--- src/rtl/uart_cmd_master.sv ---
// Register-access master: frames read/write requests onto a UART byte stream and parses the reply.
// Build option UART_CMD_CRC_EN adds a CRC-8 trailer to both request and response frames.
module uart_cmd_master #(
    parameter int unsigned TIMEOUT_CYCLES = 1_250_000,
    parameter logic [7:0]  SOF_TX         = 8'hA5,
    parameter logic [7:0]  SOF_RX         = 8'h5A
) (
    input  logic        clk,
    input  logic        rst,
    input  logic        req_valid,
    output logic        req_ready,
    input  logic        req_write,
    input  logic [31:0] req_addr,
    input  logic [31:0] req_wdata,
    output logic [7:0]  tx_byte,
    output logic        tx_valid,
    input  logic        tx_ready,
    input  logic [7:0]  rx_byte,
    input  logic        rx_valid,
    output logic        rsp_valid,
    output logic [7:0]  rsp_status,
    output logic [31:0] rsp_rdata,
    output logic        busy
);
    localparam int unsigned CNT_W = $clog2(TIMEOUT_CYCLES + 1);
`ifdef UART_CMD_CRC_EN
    localparam bit CRC_EN = 1'b1;
`else
    localparam bit CRC_EN = 1'b0;
`endif

    typedef enum logic [3:0] {
        IDLE, TX_SOF, TX_CMD, TX_ADDR, TX_DATA, TX_CRC,
        RX_SOF, RX_STAT, RX_CMD, RX_DATA, RX_CRC, DONE
    } state_t;

    state_t           state, state_d;
    logic [1:0]       idx, idx_d;
    logic             write_q;
    logic [31:0]      addr_q, wdata_q, rdata_q, rdata_d;
    logic [7:0]       crc, crc_d, status_q, status_d, cmd;
    logic             echo_bad, echo_bad_d, crc_bad, crc_bad_d, tout, tout_d;
    logic [CNT_W-1:0] cnt, cnt_d;
    logic [7:0]       tx_byte_d, rsp_status_d, final_status;
    logic [31:0]      rsp_rdata_d;
    logic             tx_valid_d, req_ready_d, busy_d, rsp_valid_d;
    logic             tx_fire, rx_state, timeout_hit;
    state_t           tx_tail, rx_tail;

    function automatic logic [7:0] crc8(input logic [7:0] c, input logic [7:0] d);
        logic [7:0] r;
        r = c ^ d;
        for (int i = 0; i < 8; i++) r = r[7] ? ((r << 1) ^ 8'h07) : (r << 1);
        return r;
    endfunction

    assign cmd         = {~write_q, 1'b0, 2'b10, 4'h0};
    assign tx_fire     = tx_valid && tx_ready;
    assign rx_state    = state inside {RX_SOF, RX_STAT, RX_CMD, RX_DATA, RX_CRC};
    assign timeout_hit = rx_state && !rx_valid && (cnt == CNT_W'(TIMEOUT_CYCLES - 1));
    assign tx_tail     = CRC_EN ? TX_CRC : RX_SOF;
    assign rx_tail     = CRC_EN ? RX_CRC : DONE;

    // State register
    always_ff @(posedge clk or posedge rst) begin
        if (rst) state <= IDLE;
        else     state <= state_d;
    end

    // Next-state logic; an rx byte always pre-empts a timeout in the same cycle
    always_comb begin
        state_d = state;
        case (state)
            IDLE:    if (req_valid) state_d = TX_SOF;
            TX_SOF:  if (tx_fire) state_d = TX_CMD;
            TX_CMD:  if (tx_fire) state_d = TX_ADDR;
            TX_ADDR: if (tx_fire && idx == 2'd3) state_d = write_q ? TX_DATA : tx_tail;
            TX_DATA: if (tx_fire && idx == 2'd3) state_d = tx_tail;
            TX_CRC:  if (tx_fire) state_d = RX_SOF;
            RX_SOF:  if (rx_valid && rx_byte == SOF_RX) state_d = RX_STAT;
            RX_STAT: if (rx_valid) state_d = RX_CMD;
            RX_CMD:  if (rx_valid) state_d = (!write_q && status_q == 8'h00) ? RX_DATA : rx_tail;
            RX_DATA: if (rx_valid && idx == 2'd3) state_d = rx_tail;
            RX_CRC:  if (rx_valid) state_d = DONE;
            DONE:    state_d = IDLE;
            default: state_d = IDLE;
        endcase
        if (timeout_hit) state_d = DONE;
    end

    // Datapath and registered-output next values, derived from the next state
    always_comb begin
        idx_d        = idx;
        crc_d        = crc;
        status_d     = status_q;
        echo_bad_d   = echo_bad;
        crc_bad_d    = crc_bad;
        tout_d       = tout;
        rdata_d      = rdata_q;
        cnt_d        = '0;
        rsp_status_d = rsp_status;
        rsp_rdata_d  = rsp_rdata;
        final_status = 8'h00;
        tx_byte_d    = 8'h00;
        if (rx_state)
            cnt_d = rx_valid ? '0 : ((cnt == CNT_W'(TIMEOUT_CYCLES)) ? cnt : cnt + 1'b1);
        case (state)
            IDLE: if (req_valid) begin
                idx_d = '0; crc_d = '0; status_d = '0; rdata_d = '0;
                echo_bad_d = 1'b0; crc_bad_d = 1'b0; tout_d = 1'b0;
            end
            TX_CMD: if (tx_fire) crc_d = crc8(crc, tx_byte);
            TX_ADDR, TX_DATA: if (tx_fire) begin
                crc_d = crc8(crc, tx_byte);
                idx_d = idx + 2'd1;
            end
            RX_STAT: if (rx_valid) begin
                status_d = rx_byte;
                crc_d    = crc8(crc, rx_byte);
            end
            RX_CMD: if (rx_valid) begin
                echo_bad_d = (rx_byte != cmd);
                crc_d      = crc8(crc, rx_byte);
            end
            RX_DATA: if (rx_valid) begin
                rdata_d[{idx, 3'b000} +: 8] = rx_byte;
                idx_d = idx + 2'd1;
                crc_d = crc8(crc, rx_byte);
            end
            RX_CRC: if (rx_valid) crc_bad_d = (rx_byte != crc);
            default: ;
        endcase
        if (timeout_hit) tout_d = 1'b1;
        if (state_d == RX_SOF && state != RX_SOF) crc_d = '0;

        tx_valid_d  = state_d inside {TX_SOF, TX_CMD, TX_ADDR, TX_DATA, TX_CRC};
        req_ready_d = (state_d == IDLE);
        busy_d      = (state_d != IDLE);
        rsp_valid_d = (state_d == DONE);
        case (state_d)
            TX_SOF:  tx_byte_d = SOF_TX;
            TX_CMD:  tx_byte_d = cmd;
            TX_ADDR: tx_byte_d = addr_q[{idx_d, 3'b000} +: 8];
            TX_DATA: tx_byte_d = wdata_q[{idx_d, 3'b000} +: 8];
            TX_CRC:  tx_byte_d = crc_d;
            default: tx_byte_d = 8'h00;
        endcase
        if (state_d == DONE && state != DONE) begin
            final_status = tout_d ? 8'hF1 : echo_bad_d ? 8'hF3 : crc_bad_d ? 8'hF2 : status_d;
            rsp_status_d = final_status;
            rsp_rdata_d  = (!write_q && final_status == 8'h00) ? rdata_d : 32'h0;
        end
    end

    // Datapath and output registers
    always_ff @(posedge clk or posedge rst) begin
        if (rst) begin
            idx <= '0; crc <= '0; status_q <= '0; rdata_q <= '0; cnt <= '0;
            echo_bad <= 1'b0; crc_bad <= 1'b0; tout <= 1'b0;
            write_q <= 1'b0; addr_q <= '0; wdata_q <= '0;
            tx_byte <= '0; tx_valid <= 1'b0; req_ready <= 1'b1; busy <= 1'b0;
            rsp_valid <= 1'b0; rsp_status <= '0; rsp_rdata <= '0;
        end else begin
            idx <= idx_d; crc <= crc_d; status_q <= status_d; rdata_q <= rdata_d; cnt <= cnt_d;
            echo_bad <= echo_bad_d; crc_bad <= crc_bad_d; tout <= tout_d;
            if (state == IDLE && req_valid) begin
                write_q <= req_write; addr_q <= req_addr; wdata_q <= req_wdata;
            end
            tx_byte <= tx_byte_d; tx_valid <= tx_valid_d; req_ready <= req_ready_d; busy <= busy_d;
            rsp_valid <= rsp_valid_d; rsp_status <= rsp_status_d; rsp_rdata <= rsp_rdata_d;
        end
    end
endmodule

--- config.mk ---
export PLATFORM = sky130hd
export DESIGN_NAME = uart_cmd_master
export DESIGN_NICKNAME = d
export VERILOG_FILES = /design/src/rtl/uart_cmd_master.sv
export SDC_FILE = /design/constraint.sdc
export NUM_CORES = 1
export LEC_CHECK = 0
export ABC_AREA = 0
export ABC_CLOCK_PERIOD_IN_PS = 6100
export BUFFER_PORTS_ARGS = -buffer_cell sky130_fd_sc_hd__buf_2
export CAP_MARGIN = 20
export CORE_ASPECT_RATIO = 1.5
export CORE_UTILIZATION = 38
export DETAILED_ROUTE_END_ITERATION = 8
export SYNTH_ARGS = -nofsm -noshare
export SYNTH_HDL_FRONTEND = slang
export SYNTH_SLANG_ARGS = --single-unit
--- constraint.sdc ---
create_clock -name clk -period 6.1 [get_ports clk]
set_input_delay 0.305 -clock clk [delete_from_list [all_inputs] [get_ports clk]]
set_output_delay 0.305 -clock clk [all_outputs]
set_load 0.05 [all_outputs]
# After elaboration in Yosys (flattened, before gate mapping)
# Cells that the tools add are included.
op_classes:
  n_addsub: 3
  n_mul: 0
  div: 0
  magnitude_cmp: 0
  n_eq_ne: 26
  shift: 4
  n_mux: 64
  n_bitwise: 19
  n_reduce_logical: 23
ops:
  columns: ["cell", "count"]
  rows:
  - ["two-way mux 32 bit", 3]
  - ["two-way mux 8 bit", 9]
  - ["case mux 32 bit (2 select lines)", 1]
  - ["indexed part select 32 x 6 -> 8 bit", 2]
  - ["two-way mux 21 bit", 3]
  - ["two-way mux 3 bit", 16]
  - ["two-way mux 4 bit", 12]
  - ["NOT 3 bit", 16]
  - ["case mux 4 bit (11 select lines)", 1]
  - ["equality test 21 bit, second input constant", 2]
  - ["case mux 8 bit (5 select lines)", 1]
  - ["bitwise mux 32 bit", 1]
  - ["variable shift 8 x 7 -> 32 bit, first input constant", 1]
  - ["indexed part select 8 x 7 -> 32 bit", 1]
  - ["equality test 4 x 3 -> 1 bit, second input constant", 7]
  - ["case mux 8 bit (3 select lines)", 1]
  - ["adder 21 x 1 -> 21 bit, second input constant", 1]
  - ["equality test 4 x 2 -> 1 bit, second input constant", 4]
  - ["equality test 4 bit, second input constant", 4]
  - ["zero test 8 bit", 2]
  - ["!= test 8 bit", 2]
  - ["case mux 8 bit (2 select lines)", 1]
  - ["bitwise XOR 8 bit", 2]
  - ["logical AND 1 bit", 11]
  - ["19 further kinds", 35]
word_totals:
  register_bits: 195
  latch_bits: 0
  ram_bits: 0
  mem_bits_ro: 0
  input_bits: 78
  out_inout_bits: 52
  elab_cells: 158
  n_memories: 0

# Depth between registers and ports, before layout
# Gate-level depths: netlist of the first run.
depth:
  ltp_word: 21
  depth_mapped: 12
  mapped_depth_nobuf: 9

# Worst setup path after synthesis of the first run
# Ideal clock, no wire load.
synth_timing:
  path_kind: "register to register"
  startpoint: "register tx_valid"
  endpoint: "register tx_byte[5]"
  setup_time_ns: 0.095
  arrival_time_ns: 2.507
  required_time_ns: 6.005
  path_slack_ns: 3.498
  path_stages_with_launch: 11
  n_path_buf: 2
  synth_period_minus_slack_ns: 2.602
  path_cell_list: "dfrtp_1 > and2_1 > a21o_1 > a211oi_1 > nor3b_2 > and2_1 > buf_6 > buf_6 > nand2_1 > a32o_1 > o31ai_1"
synth_via:
  elab_chain_len: 9
  elab_cells_between_ends: 24
  classes_between: "6 x eq/ne; 2 x shift; 13 x mux; 3 x reduce/logical"
synth_rtl:
  columns: ["item", "line", "source"]
  rows:
  - ["start: declaration", "16", "output logic tx_valid,"]
  - ["start signal: assignment", "169", "tx_byte <= tx_byte_d; tx_valid <= tx_valid_d; req_ready <= req_ready_d; busy <= busy_d;"]
  - ["logical AND 1 bit (*)", "58", "assign tx_fire = tx_valid && tx_ready;"]
  - ["logical AND 1 bit", "77, 78", null]
  - ["two-way mux 4 bit (on tied branches)", "78, 77", null]
  - ["case mux 4 bit (11 select lines)", "73", "case (state)"]
  - ["two-way mux 4 bit", "88", "if (timeout_hit) state_d = DONE;"]
  - ["equality test 4 x 3 -> 1 bit", "134", "if (state_d == RX_SOF && state != RX_SOF) crc_d = '0;"]
  - ["logical AND 1 bit", "134", null]
  - ["two-way mux 8 bit", "134", null]
  - ["case mux 8 bit (5 select lines) (*)", "140", "case (state_d)"]
  - ["net tx_byte_d[5]", "44", "logic [7:0] tx_byte_d, rsp_status_d, final_status;"]
  - ["end signal: assignment", "169", null]
  - ["end: declaration", "15", "output logic [7:0] tx_byte,"]
# Mark *: on every way through the listed nets, which the timed path passes. The rest lies on a longest branch.
# A chain may end at the register's enable or synchronous reset.

# Final worst setup path of the first run
layout_timing:
  startpoint: "register state[0]"
  endpoint: "register tx_byte[4]"
layout_via:
  elab_chain_len: 9
  elab_cells_between_ends: 44
  classes_between: "17 x eq/ne; 2 x shift; 17 x mux; 8 x reduce/logical"
layout_rtl:
  columns: ["item", "line", "source"]
  rows:
  - ["start: declaration", "37", "state_t state, state_d;"]
  - ["start signal: assignment", "67", "else state <= state_d;"]
  - ["branches (longest 8 deep; another with indexed part select 32 x 6 -> 8 bit)", null, null]
  - ["case mux 8 bit (5 select lines) (*)", "140", null]
  - ["net tx_byte_d[4]", "44", null]
# Mark *: on every way through the listed nets, which the timed path passes.

==> impl.org, run 1 <==
** Clocking
- Root Buffer :: sky130_fd_sc_hd__clkbuf_16
- Number of buffers between clock root and the deepest sink :: 2
- CTS buffer count :: 17
- The clock net in this run drives a total of 195 sinks.
- After clock tree synthesis, the clock-pin slew on the worst setup and hold paths is approximately 80 ps.
- Clk Latency, worst-skew pair :: 450 ps
- CTS built an H-tree with a depth of 4.
- Once the clock tree was built, the resizer swapped 0 gates to a different size.
- Once the clock tree was built, the setup fixing pass inserted 0 buffers.
- TritonCTS clock tree :: yes
- Hold buffer count at cts :: 0

** Timing
- The count of final hold-check violations is 5.
- In this run the tightest slew margin relative to its limit is 0.331.
- Top achievable clock speed :: about 270 MHz
- Dividing the final minimum period by the clock period gives 0.614.
- Once routing completed, OpenROAD measured the worst setup slack at roughly 2400 ps.
- Final setup violation count :: 0
- Post-Route Hold Slack :: -20.6 ps
- Summed over all failing endpoints, the final setup total negative slack is 0 ps.
- Clock skew after layout :: about 16 ps
- Setup repair after global routing left no endpoint under its margin.
- For the pin with the worst max-slew slack, the measured transition is ~1000 ps.
- Time the final worst path needs with I/O delays and setup :: ~3700 ps
- Total count of max-transition violations in the final report :: 0

** Global routing
- The first global-routing pass estimated about 38000 µm of wire.
- The initial antenna violation count came to 0.
- Entering global routing, the biggest net connects approximately 130 pins.
- The via count of the first global-routing pass is roughly 7000.
- Aggregate global-route resource usage :: 0.196
- Total global routing overflow :: 0

** Cells and area
- Fraction of layout cells with a size suffix above 1 :: 0.261
- Final core utilization :: 0.447
- The layout has 2377 filler cells.
- The final layout contains 1029 nets.
- Fin cells :: approximately 1300
- Layout-stage area growth over the synthesis result :: 15.6%

** Critical path
- Worst EP required :: 6440 ps
- STA classifies the critical path startpoint as a flop.
- Data on the critical path arrives at its endpoint at about 4100 ps.
- Crit path capture type :: flop
- Critical path class :: flop to flop
- Highest fanout seen on the critical path :: 26
- Measured in cells, the most critical reg-to-reg path has a length of 8.

** Synthesis
- Avg Synthesized Cell Area :: approximately 11 µm²
- Register area share after synthesis :: 0.519
- Synthesis produced around 830 cells.
- In this run, synthesis inferred 0 flip-flops with an integrated enable.
- Synth Warn # :: 0
- The number of nets handed over by synthesis was 922.
- In the synthesized netlist the dominant register cell turns out to be sky130_fd_sc_hd__dfrtp_1.
- Fraction of synthesis flops using an asynchronous set or reset pin :: 1.00
- Summed instance area of the synthesized netlist :: about 9400 µm²
- In this run, distinct cell masters in the synthesized netlist total 75.
- Number of synthesized register bits :: 195

** Power
- The worst-case IR drop observed on VDD is 260 µV.
- For this design the ratio of total power to cell area is ~500 nW/µm².
- Leakage power :: 5.04 nW

** Route
- Post-detailed-route wirelength per cell :: around 18 µm
- Post-detailed-route via-to-cell ratio :: 5.40
- Detailed-routing iteration count for the pre-antenna-repair pass :: 5
- In the routed design, unresolved DRC markers number 0.
- Number of vias in the routed layout :: 6906
- The detail route stage leaves a number of antenna-violating nets equal to 0.
- 1st-iter DRT viols :: 315
- Routed wire length :: roughly 24000 µm

** Job
- Across the run, the number of max-cap violations was 0.

** Min path
- Hold crit path type :: primary input to async pin

** Placed design
- Final HPWL DP :: approximately 17000 µm
- After detailed placement, the design holds a cell count of roughly 1200.
- Worst setup timing slack at the placement stage :: ~2400 ps
- Routability congestion estimate :: about 0.92
- Number of input and output port buffers inserted :: 129

** Die
- 130 I/O pins were placed.
- Total Die Area :: 25400 µm²
- Placeable core region :: 24300 µm²
- Horizontal die dimension :: about 130 µm
- Initial standard-cell utilization of the core :: 0.386
- Number of rows created at floorplan :: 70
- Die height :: slightly below 200 µm

** Status
- The flow ran to the end, but the final reports show violations.
- Violations in the final reports :: negative hold slack
final timing paths:
path,start,slack [ps],endpoint
worst max-delay path,state[0]$_DFF_PP0_,2350,tx_byte[4]$_DFF_PP0_
worst min-delay path,rst,-20,rsp_valid$_DFF_PP0_
worst max register to register,state[0]$_DFF_PP0_,2350,tx_byte[4]$_DFF_PP0_
worst min register to register,rsp_status[1]$_DFFE_PP0P_,480,rsp_status[1]$_DFFE_PP0P_
max in group asynchronous,rst,4650,rsp_rdata[29]$_DFFE_PP0P_
min in group clk,req_addr[13],80,addr_q[13]$_DFFE_PP0P_
cell type report:
class / count / area (µm²) / share of cell area
inverters: 26 / 105 / 0.00966
repair buffers: 134 / 683 / 0.0628
clock buffers: 21 / 470 / 0.0433
flip-flops and latches: 195 / 4880 / 0.449
diodes: 1 / 2.50 / 0.000230
multi-input cells: 567 / 4190 / 0.385
clock inverters: 11 / 136 / 0.0125
well taps: 324 / 405 / 0.0373
power breakdown:
part	total (mW)	internal [mW]	switching (mW)
Sequential	1.92	1.64	0.282
Combinational	2.31	0.961	1.35
Clock	1.16	0.647	0.513
Total	5.40	3.25	2.15
stage by stage:
step | total power, mW | instance area [µm²]
after floorplan | 3.69 | 9410
after global placement | 4.24 | 10300
after detailed placement | 4.26 | 10300
after CTS | 5.44 | 10900
after global routing | 5.74 | 10900
final | 5.40 | 10900
cell usage after synthesis (4+ instances only):
cell,number,area [µm²]
sky130_fd_sc_hd__a22o_1,43,377
sky130_fd_sc_hd__o22a_1,5,43.8
sky130_fd_sc_hd__nand2b_1,4,25.0
sky130_fd_sc_hd__ha_1,10,125
sky130_fd_sc_hd__nand3_1,27,135
sky130_fd_sc_hd__a21oi_1,34,170
sky130_fd_sc_hd__buf_1,5,18.8
sky130_fd_sc_hd__or3_1,10,62.6
sky130_fd_sc_hd__xnor2_1,38,333
sky130_fd_sc_hd__a21o_1,5,37.5
sky130_fd_sc_hd__o22ai_1,4,25.0
sky130_fd_sc_hd__nor4_1,4,25.0
sky130_fd_sc_hd__a22oi_1,8,60.1
sky130_fd_sc_hd__and3_1,6,37.5
sky130_fd_sc_hd__and2_1,4,25.0
sky130_fd_sc_hd__a32o_1,37,370
sky130_fd_sc_hd__xor2_1,24,210
sky130_fd_sc_hd__a31oi_1,6,37.5
sky130_fd_sc_hd__nor3_1,11,55.1
sky130_fd_sc_hd__nand4_1,5,31.3
sky130_fd_sc_hd__o21ai_0,20,100
sky130_fd_sc_hd__mux2_2,67,754
sky130_fd_sc_hd__a211oi_1,4,30.0
sky130_fd_sc_hd__nor2b_1,7,43.8
sky130_fd_sc_hd__nand3b_1,4,30.0
sky130_fd_sc_hd__inv_1,25,93.8
sky130_fd_sc_hd__nand2_1,72,270
sky130_fd_sc_hd__nor2_1,46,173
sky130_fd_sc_hd__mux2i_1,7,70.1
sky130_fd_sc_hd__clkbuf_1,21,78.8
sky130_fd_sc_hd__dfrtp_1,194,4850
sky130_fd_sc_hd__buf_2,14,70.1
sequential cells by signal (all words and copies together) (netlist names), 2 cells and up:
signal / flops
tx_byte: 8
addr_q: 32
status_q: 8
cnt: 21
crc: 8
state: 4
rsp_status: 8
wdata_q: 32
rdata_q: 32
idx: 2
rsp_rdata: 32
routing by layer:
| metal | vias to the layer above | share of wire | global-route usage |
|---|---|---|---|
| met5 | - | 0 | 0 |
| met4 | 0 | 0.023 | 0.0698 |
| met2 | 179 | 0.53 | 0.343 |
| met1 | 3420 | 0.41 | 0.235 |
| li1 | 3272 | - | - |
| met3 | 35 | 0.042 | 0.0396 |
layout by cell type, fill, tap and decap left out, types with 4 or more instances in the layout:
master,Yosys,final
sky130_fd_sc_hd__a32o_1,37,37
sky130_fd_sc_hd__buf_4,1,5
sky130_fd_sc_hd__and3_1,6,6
sky130_fd_sc_hd__a21oi_1,34,34
sky130_fd_sc_hd__o22ai_1,4,4
sky130_fd_sc_hd__xnor2_1,38,38
sky130_fd_sc_hd__a21o_1,5,5
sky130_fd_sc_hd__inv_6,0,5
sky130_fd_sc_hd__o22a_1,5,5
sky130_fd_sc_hd__nand4_1,5,5
sky130_fd_sc_hd__nand2_1,72,71
sky130_fd_sc_hd__and2_1,4,4
sky130_fd_sc_hd__nor2_1,46,46
sky130_fd_sc_hd__a211oi_1,4,4
sky130_fd_sc_hd__clkbuf_16,0,17
sky130_fd_sc_hd__ha_1,10,10
sky130_fd_sc_hd__inv_1,25,24
sky130_fd_sc_hd__xor2_1,24,24
sky130_fd_sc_hd__nand3_1,27,27
sky130_fd_sc_hd__nor4_1,4,4
sky130_fd_sc_hd__o21ai_0,20,20
sky130_fd_sc_hd__a22o_1,43,43
sky130_fd_sc_hd__a31oi_1,6,6
sky130_fd_sc_hd__buf_2,14,129
sky130_fd_sc_hd__or3_1,10,10
sky130_fd_sc_hd__mux2i_1,7,7
sky130_fd_sc_hd__nor3_1,11,11
sky130_fd_sc_hd__nand2b_1,4,4
sky130_fd_sc_hd__dfrtp_1,194,194
sky130_fd_sc_hd__a22oi_1,8,8
sky130_fd_sc_hd__nand3b_1,4,4
sky130_fd_sc_hd__mux2_2,67,67
sky130_fd_sc_hd__nor2b_1,7,7
cells by family after synthesis:
logic type / count (synthesis) / synth area share
xor gates and xnor gates: 62 / 0.0577
DFF: 195 / 0.519
and+or+nand+nor: 224 / 0.126
AOI/OAI and AO/OA: 197 / 0.161
muxes: 74 / 0.0876
buffers and inverters: 72 / 0.0362
adders and majority gates: 10 / 0.0133
worst max-delay path, stage by stage (launching register included):
cell and delay (ps):
sky130_fd_sc_hd__dfrtp_1 720, sky130_fd_sc_hd__nor2b_1 230, sky130_fd_sc_hd__a21o_1 210, sky130_fd_sc_hd__a211oi_1 310, sky130_fd_sc_hd__nor3b_2 530, sky130_fd_sc_hd__and2_1 830
sky130_fd_sc_hd__nand2_1 280, sky130_fd_sc_hd__o22a_1 290, sky130_fd_sc_hd__a32o_1 230
(Power assumes the default switching activity.)
==> inputs of run 2 (changes only) <==
Settings changed: ABC_AREA 0 to 1, ABC_CLOCK_PERIOD_IN_PS 6100 to 3700.
Clock period 6.1 ns to 3.7 ns, I/O delays scaled along.
==> run 2 against run 1 <==
  * Global-route usage grew 2.3 points
  * Sequential share of layout area decreased by 5.7 points
  * Utilization rose by 2.2 points
  * Clock power is 52% higher
  * Fmax is 27% higher
  * Clock skew shrank 4.4 ps
  * Power up 55%
  * Final cell count rose by 44%
  * Register-to-register slack worse by 1600 ps
  * Die area grew 9.2%
  * The run now ends clean
==> impl.org, run 2 <==
** Synthesis
- Gate count after technology mapping :: 1322
- Summed instance area of the synthesized netlist :: 10300 µm²
- After synthesis, the cell types taking the most area are sky130_fd_sc_hd__dfrtp_1 47%, sky130_fd_sc_hd__nand2_1 12%, sky130_fd_sc_hd__nand3_1 6.2%.
- Most used DFF post-synth :: sky130_fd_sc_hd__dfrtp_1
- The number of nets handed over by synthesis was 1410.
- Synth Warn # :: 0
- Avg Synthesized Cell Area :: 7.78 µm²
- Number of synthesized register bits :: about 200
- Ranked by instance count, the synthesized netlist is headed by 332 x sky130_fd_sc_hd__nand2_1, 194 x sky130_fd_sc_hd__dfrtp_1, 149 x sky130_fd_sc_hd__inv_1, 127 x sky130_fd_sc_hd__nand3_1, 127 x sky130_fd_sc_hd__o21ai_0.
- The share of synthesized area in the top cell type comes to 0.472.
- Counting flops with an async set or reset pin after synthesis yields a share of 1.00.
- The synthesized design contains 0 enable-type register cells.
- Register area share after synthesis :: 0.474
- Yosys instantiated no cell more often than sky130_fd_sc_hd__nand2_1.
- Count of different cell masters after synthesis :: 43
- Library cell with the largest summed area after synthesis :: sky130_fd_sc_hd__dfrtp_1

** Die
- I/O pin total :: 130
- Horizontal die dimension :: ~140 µm
- The floorplan step defined a core boundary enclosing between 20000 and 30000 µm².
- The initial utilization of the core area, before any placement, comes to 0.387.
- Total Die Area :: roughly 28000 µm²
- Number of rows created at floorplan :: 73
- The die is 204 µm tall.

** Power
- Maximum ir drop on the vdd rail :: 371 µV
- Leakage power :: roughly 6.1 nW
- Dividing total power by cell area gives a power density of 670 nW/µm².

** Timing
- Setup ws final :: approximately 740 ps
- The number of pins exceeding their max-slew limit in the final report was 0.
- The worst pin sits at a relative slew slack of 0.410.
- Post-Route Hold Slack :: 165 ps
- Clock skew on the completed layout was measured at between 10 and 15 ps.
- At the pin with the least slew margin, the transition time is roughly 900 ps.
- Final setup violation count :: 0
- Final number of hold-violating endpoints :: 0
- Time the final worst path needs with I/O delays and setup :: roughly 3000 ps
- Unrepaired setup endpoints after global routing :: false
- Final cycle utilization of the critical path :: 0.799
- In the final timing run, aggregate negative setup slack is 0 ps.
- For this run, the top clock speed supported by timing is ~340 MHz.

** Cells and area
- Most frequent standard cell in the layout excluding fill and tap cells :: sky130_fd_sc_hd__nand2_1
- Of the cells placed in the final design, the portion with a size suffix greater than 1 is 0.146.
- Top library cells by usage in the layout, fill and taps aside :: 332 x sky130_fd_sc_hd__nand2_1, 194 x sky130_fd_sc_hd__dfrtp_1, 148 x sky130_fd_sc_hd__inv_1
- NumNets Final :: 1578
- Layout-stage area growth over the synthesis result :: 21.0%
- Filler cells :: 2624
- The number of antenna diodes in the final layout is 0.
- Measured on the finished design, the core utilization comes to 0.468.

** Global routing
- The first global-routing pass estimated roughly 47000 µm of wire.
- Vias in the first global route :: 9434
- Number of antenna violations at the first check in global routing :: 1
- Maximum number of pins on one net before global-route repair :: between 100 and 150
- Total global routing overflow :: 0
- For this run, the total global-route usage over all layers was measured as 0.219.

** Clocking
- Clk Latency, worst-skew pair :: around 450 ps
- CTS buffer count :: 17
- TritonCTS built the clock tree.
- Root Buffer :: sky130_fd_sc_hd__clkbuf_16
- Clock-pin slew was measured on the worst setup and hold paths at 80 ps.
- TritonCTS sink count :: 195
- Number of buffers between clock root and the deepest sink :: 2
- In this run the number of H-tree levels came out at 4.

** Critical path
- For this run, the slowest stage of the critical path takes between 600 and 700 ps.
- The critical path contains buffers and inverters numbering 0 combined.
- Cell occurring most often along the worst timing path :: sky130_fd_sc_hd__nand3_1
- Critical path class :: flop to flop
- Crit-path cells :: ha_1 > nand3_1 > nand3_1 > nand2_1 > nor2_1 > nand3_1 > nor2_4 > nand3_2 > nand2_1 > nand3_1 > nand2_1
- For the worst setup path, the data arrival time is between 3000 and 4000 ps.
- STA puts the critical path data required time at approximately 4100 ps.
- Crit path capture type :: flop
- Slowest-stage cell, CP :: sky130_fd_sc_hd__dfrtp_1
- The worst setup path is launched from a flop.
- The kind of cell with the highest combined delay along the critical path is simple AND/OR/NAND/NOR gates.
- Of all nets on the critical path, the largest fanout is 34.

** Job
- Max-capacitance violation count :: 0

** Route
- Post-detailed-route via-to-cell ratio :: about 5.2
- Once detail routing completed, the nets flagged for antenna violations numbered 0.
- In the detailed route, the total length drawn on met3 is 1110 µm.
- DRC violations left :: 0
- The routed layout has 9518 vias.
- After detailed routing, the average wire length per cell comes to 15.7 µm.
- In the final routing, the length of wire on met1 measures 11700 µm.
- Routed wire length :: between 20000 and 30000 µm
- Max Used Layer :: met5
- 1st-iter DRT viols :: 620
- Met2 Routed Length :: ~15000 µm
- The first TritonRoute pass finished after 6 iterations.

** Status
- Outcome :: finished, final reports clean

** Placed design
- Buffers placed on the I/O ports in this run total between 100 and 150.
- Routability congestion estimate :: about 0.90
- Timing analysis after detailed placement gives a worst setup slack of approximately 780 ps.
- Once detailed placement completed, the half-perimeter wirelength came to between 20000 and 25000 µm.

** Min path
- Hold crit path type :: primary input to flop
## run 2: cell types whose count changed after synthesis, moves of 12 or more
cell                       delta
sky130_fd_sc_hd__a22o_1      -43
sky130_fd_sc_hd__a32o_1      -37
sky130_fd_sc_hd__clkbuf_1    +12
sky130_fd_sc_hd__inv_1      +124
sky130_fd_sc_hd__mux2_2      -67
sky130_fd_sc_hd__nand2_1    +260
sky130_fd_sc_hd__nand3_1    +100
sky130_fd_sc_hd__nand4_1     +72
sky130_fd_sc_hd__nor2_1      +14
sky130_fd_sc_hd__o21ai_0    +107
sky130_fd_sc_hd__xnor2_1     -20
## run 2: layer usage
metal	GRT usage	vias to the layer above
met2	0.398	247
met1	0.259	4516
met5	0	-
li1	-	4710
met3	0.0326	43
met4	0.0762	2
## run 2: logic make-up after synthesis
family / synth area share
flip-flops: 0.474
buffers and inverters: 0.0857
AO/OA/AOI/OAI: 0.114
AND/OR/NAND/NOR: 0.287
adder cells (fa/ha/maj): 0.0122
XOR/XNOR: 0.0272
## run 2: final timing paths
path | cells past startpoint | from | slack, ps | endpoint
worst max-delay path | 11 | idx[0]$_DFF_PP0_ | 740 | tx_byte[4]$_DFF_PP0_
worst min-delay path | 3 | rx_byte[5] | 170 | status_q[5]$_DFF_PP0_
worst max register to register | 11 | idx[0]$_DFF_PP0_ | 740 | tx_byte[4]$_DFF_PP0_
worst min register to register | 2 | rsp_rdata[10]$_DFFE_PP0P_ | 480 | rsp_rdata[10]$_DFFE_PP0P_
max in group asynchronous | 4 | rst | 2430 | addr_q[16]$_DFFE_PP0P_
min in group asynchronous | 3 | rst | 390 | rdata_q[11]$_DFF_PP0_
## run 2: what timing repair did
action	CTS	global route
endpoints found under the hold margin	89	0
resized for setup	0	0
buffers inserted	0	0
endpoints found under the setup margin	0	0
hold buffers	66	0
## run 2: where the power goes
group          internal, mW  switching [mW]  leakage [nW]
logic                  1.11            2.60          3.30
clock network         0.878           0.884         0.256
registers              2.62           0.255          2.59
total                  4.61            3.74          6.15
## run 2: final cells by class
class                   count  area (µm²)  area share
inverters                 164         619      0.0498
flip-flops and latches    195        4880       0.392
multi-input cells         904        4530       0.364
clock buffers              17         425      0.0342
well taps                 337         422      0.0339
clock inverters            14         123     0.00985
repair buffers            208        1450       0.116
## run 2: worst reg2reg max path: cells and delay by family (launching register included)
kind                       cells  cell delay, ps
adders and majority gates      1             330
and+or+nand+nor               10            1900
DFF                            1             660
## run 2: per-stage QoR
step	total power, mW	cells	area (µm²)
2_1_floorplan	5.63	1322	10300
3_3_place_gp	6.48	1741	11200
3_5_place_dp	6.54	1741	11200
4_1_cts	8.38	1838	12400
5_1_grt	9.01	1839	12400
6_report	8.34	1839	12400
==> inputs of run 3 (changes only) <==
Settings changed: ABC_AREA 1 to 0, ABC_CLOCK_PERIOD_IN_PS 3700 to 2500.
Clock period 3.7 ns to 2.5 ns, I/O delays scaled along.
==> run 3 against run 2 <==
  * Combinational power is 120% higher
  * Clock power is 53% higher
  * Fmax is 11% higher
  * Utilization is 8.1 points higher
  * Critical endpoint is now rsp_rdata[0]$_DFFE_PP0P_
  * Power is 86% higher
  * The flow now finishes with violations (negative setup slack)
  * Wire length is 3.2% lower
  * Sequential power is 62% higher
  * Worst hold slack worse by 80 ps
==> impl.org, run 3 (synthesized netlist as in run 1, its figures left out) <==
** Status
- The flow ran to the end, but the final reports show violations.
- The checks that failed: negative setup slack.

** Placed design
- After legalization and detailed placement, the total HPWL measured between 15000 and 20000 µm.
- Once placement completed, the tool counted placed cells totaling between 1000 and 1500.
- During placement, the flow inserted port buffers numbering ~130.
- The congestion estimate from routability-driven global placement came to 0.901.
- Once placement finished, the instance area stood at 11400 µm².
- Timing analysis after detailed placement gives a worst setup slack of -261 ps.

** Timing
- Setup ws final :: -169 ps
- The worst path in the final design needs a cycle of 2670 ps, including I/O delays and setup.
- Final number of hold-violating endpoints :: 0
- After routing, the total negative slack on setup checks comes to -5960 ps.
- Transition at the pin with the smallest max-transition slack :: 818 ps
- The number of pins exceeding their max-slew limit in the final report is 0.
- Setup violations remaining at the end of the flow were counted as between 40 and 50.
- Worst rel slew slack :: 0.454
- Top achievable clock speed :: 375 MHz
- Final hold analysis gives a worst-case slack of roughly 85 ps.
- Unrepaired setup endpoints after global routing :: true
- Between clock sinks in the finished design, the worst skew comes to between 10 and 15 ps.
- Dividing the final minimum period by the clock period gives 1.07.

** Cells and area
- Once layout is complete, the cells apart from fillers number 1508.
- From synthesis to final layout, the design area changed by 42.2%.
- Number of inserted diodes :: 0
- Top library cells by usage in the layout, fill and taps aside :: 192 x sky130_fd_sc_hd__dfrtp_1, 142 x sky130_fd_sc_hd__buf_4, 129 x sky130_fd_sc_hd__buf_2
- Most frequent standard cell in the layout excluding fill and tap cells :: sky130_fd_sc_hd__dfrtp_1
- After routing the design area is approximately 13000 µm².
- NumNets Final :: between 1000 and 1500
- Of the cells placed in the final design, the portion with a size suffix greater than 1 is 0.402.
- For this run, the share of the core covered by cells in the final layout is 0.550.

** Power
- Overall power :: around 16 mW
- Leakage power :: around 6.2 nW
- Power density over the cells :: 1160 nW/µm²
- Maximum ir drop on the vdd rail :: around 700 µV

** Critical path
- At the worst endpoint, the arrival time is 3050 ps.
- Critical path class :: flop to flop
- The worst setup path is launched from a flop.
- The critical path goes through buf_4 > buf_4 > nor2_4 > nand3_2 > a21oi_2 > nor3b_4 > buf_4 > o21a_4 > or3_4 > nor2_8 > clkbuf_16 > a32o_1.
- Grouping stages by cell kind, the critical path spends the most delay in simple AND/OR/NAND/NOR gates.
- STA classifies the critical path endpoint as a flop.
- In this run the worst path has a maximum fanout of 8.
- Cell occurring most often along the worst timing path :: sky130_fd_sc_hd__buf_4
- WP buf/inv :: 4
- In this run the number of cells on the critical path is 12.
- On the critical path, the stage with the largest delay is an instance of sky130_fd_sc_hd__dfrtp_1.
- The number of cells on the worst reg-to-reg path is 12.
- Worst EP required :: ~2900 ps
- Slowest stage delay, CP :: 430 ps

** Clocking
- Counting every sink on the clock net gives 195.
- The tree is rooted in a sky130_fd_sc_hd__clkbuf_16.
- Clock-pin slew was measured on the worst setup and hold paths at roughly 80 ps.
- The H-tree was split into 4 levels.
- CTS buffer count :: 17
- Number of buffers between clock root and the deepest sink :: 2
- TritonCTS built the clock tree.
- Clock latency on the worst-skew pair, taken at its later pin, is around 440 ps.

** Die
- The total area inside the core boundary comes to between 20000 and 25000 µm².
- Number of rows created at floorplan :: 70
- Die height :: ~190 µm
- For this configuration, the core starts out at a cell density of 0.386.
- The die is ~130 µm wide.
- I/O pin total :: 130
- Total Die Area :: 25400 µm²

** Route
- Met2 Routed Length :: about 15000 µm
- Routed wire length :: approximately 28000 µm
- Post-detailed-route wirelength per cell :: approximately 19 µm
- Metal-1 WL :: 11200 µm
- Post-route ant nets :: 0
- Detailed-routing iteration count for the pre-antenna-repair pass :: 5
- The first routing iteration left 360 violations.
- DRC violations left :: 0
- The routed layout has between 7000 and 8000 vias.
- Using the TritonRoute via totals, the vias-per-cell ratio works out to around 5.3.
- Signal routing reaches up to met4.
- Routed length on met3 :: a little over 800 µm

** Job
- Max-cap violations in this run came to 0.

** Min path
- Hold crit path type :: primary input to flop
- Hold Crit Depth :: 2

** Global routing
- The via count of the first global-routing pass is approximately 8000.
- In the global route stage, overall resource usage came out at 0.220.
- First-pass GRT wire length :: roughly 43000 µm
- Total global routing overflow :: 0
- The initial antenna violation count came to 0.
- Maximum number of pins on one net before global-route repair :: between 100 and 150
==> run 3: cell count changes in the layout (fill, tap and decap cells not counted), moves of 37 or more <==
cell / previous run / this run
sky130_fd_sc_hd__nand4_1: 77 / 5
sky130_fd_sc_hd__a22o_1: 0 / 42
sky130_fd_sc_hd__nand2_1: 332 / 69
sky130_fd_sc_hd__a32o_1: 0 / 37
sky130_fd_sc_hd__nand3_1: 127 / 24
sky130_fd_sc_hd__inv_1: 148 / 23
sky130_fd_sc_hd__o21ai_0: 127 / 17
sky130_fd_sc_hd__mux2_2: 0 / 67
sky130_fd_sc_hd__buf_4: 10 / 142
==> run 3: layer usage <==
metal | vias up | GRT usage
met5 | - | 0
li1 | 3725 | -
met1 | 4001 | 0.259
met2 | 197 | 0.393
met4 | 0 | 0.0924
met3 | 55 | 0.0306
==> run 3: final cells by class <==
cell class              instances  area, µm²
clock buffers                  18        429
clock inverters                14        141
fillers                      2172      11000
inverters                      26        101
multi-input cells             567       4590
flip-flops and latches        195       4880
well taps                     324        405
repair buffers                364       2830
==> run 3: final timing paths <==
check,start,to,slack (ps)
worst max register to register,state[1]$_DFF_PP0_,rsp_rdata[0]$_DFFE_PP0P_,-170
worst min register to register,rsp_status[1]$_DFFE_PP0P_,rsp_status[1]$_DFFE_PP0P_,480
max in group asynchronous,rst,wdata_q[27]$_DFFE_PP0P_,1360
worst max-delay path,state[1]$_DFF_PP0_,rsp_rdata[0]$_DFFE_PP0P_,-170
min in group asynchronous,rst,rsp_valid$_DFF_PP0_,220
worst min-delay path,rx_byte[3],rdata_q[19]$_DFF_PP0_,90
==> run 3: what timing repair did <==
item	in CTS	in global routing
endpoints found under the hold margin	78	0
cloned	3	7
hold buffers	66	0
pin swaps	14	51
gates resized for setup	37	61
setup endpoints to repair	49	56
buffers inserted	11	17
==> run 3: worst reg2reg max path, delay by kind of cell (launching register included) <==
family	cells	cell delay [ps]
AOI/OAI and AO/OA	3	580
buffers and inverters	4	680
DFF	1	430
and+or+nand+nor	5	930
==> run 3: power breakdown <==
group / internal, mW / switching (mW)
Combinational: 4.02 / 4.18
Sequential: 4.00 / 0.638
Clock: 1.33 / 1.36
Total: 9.35 / 6.17
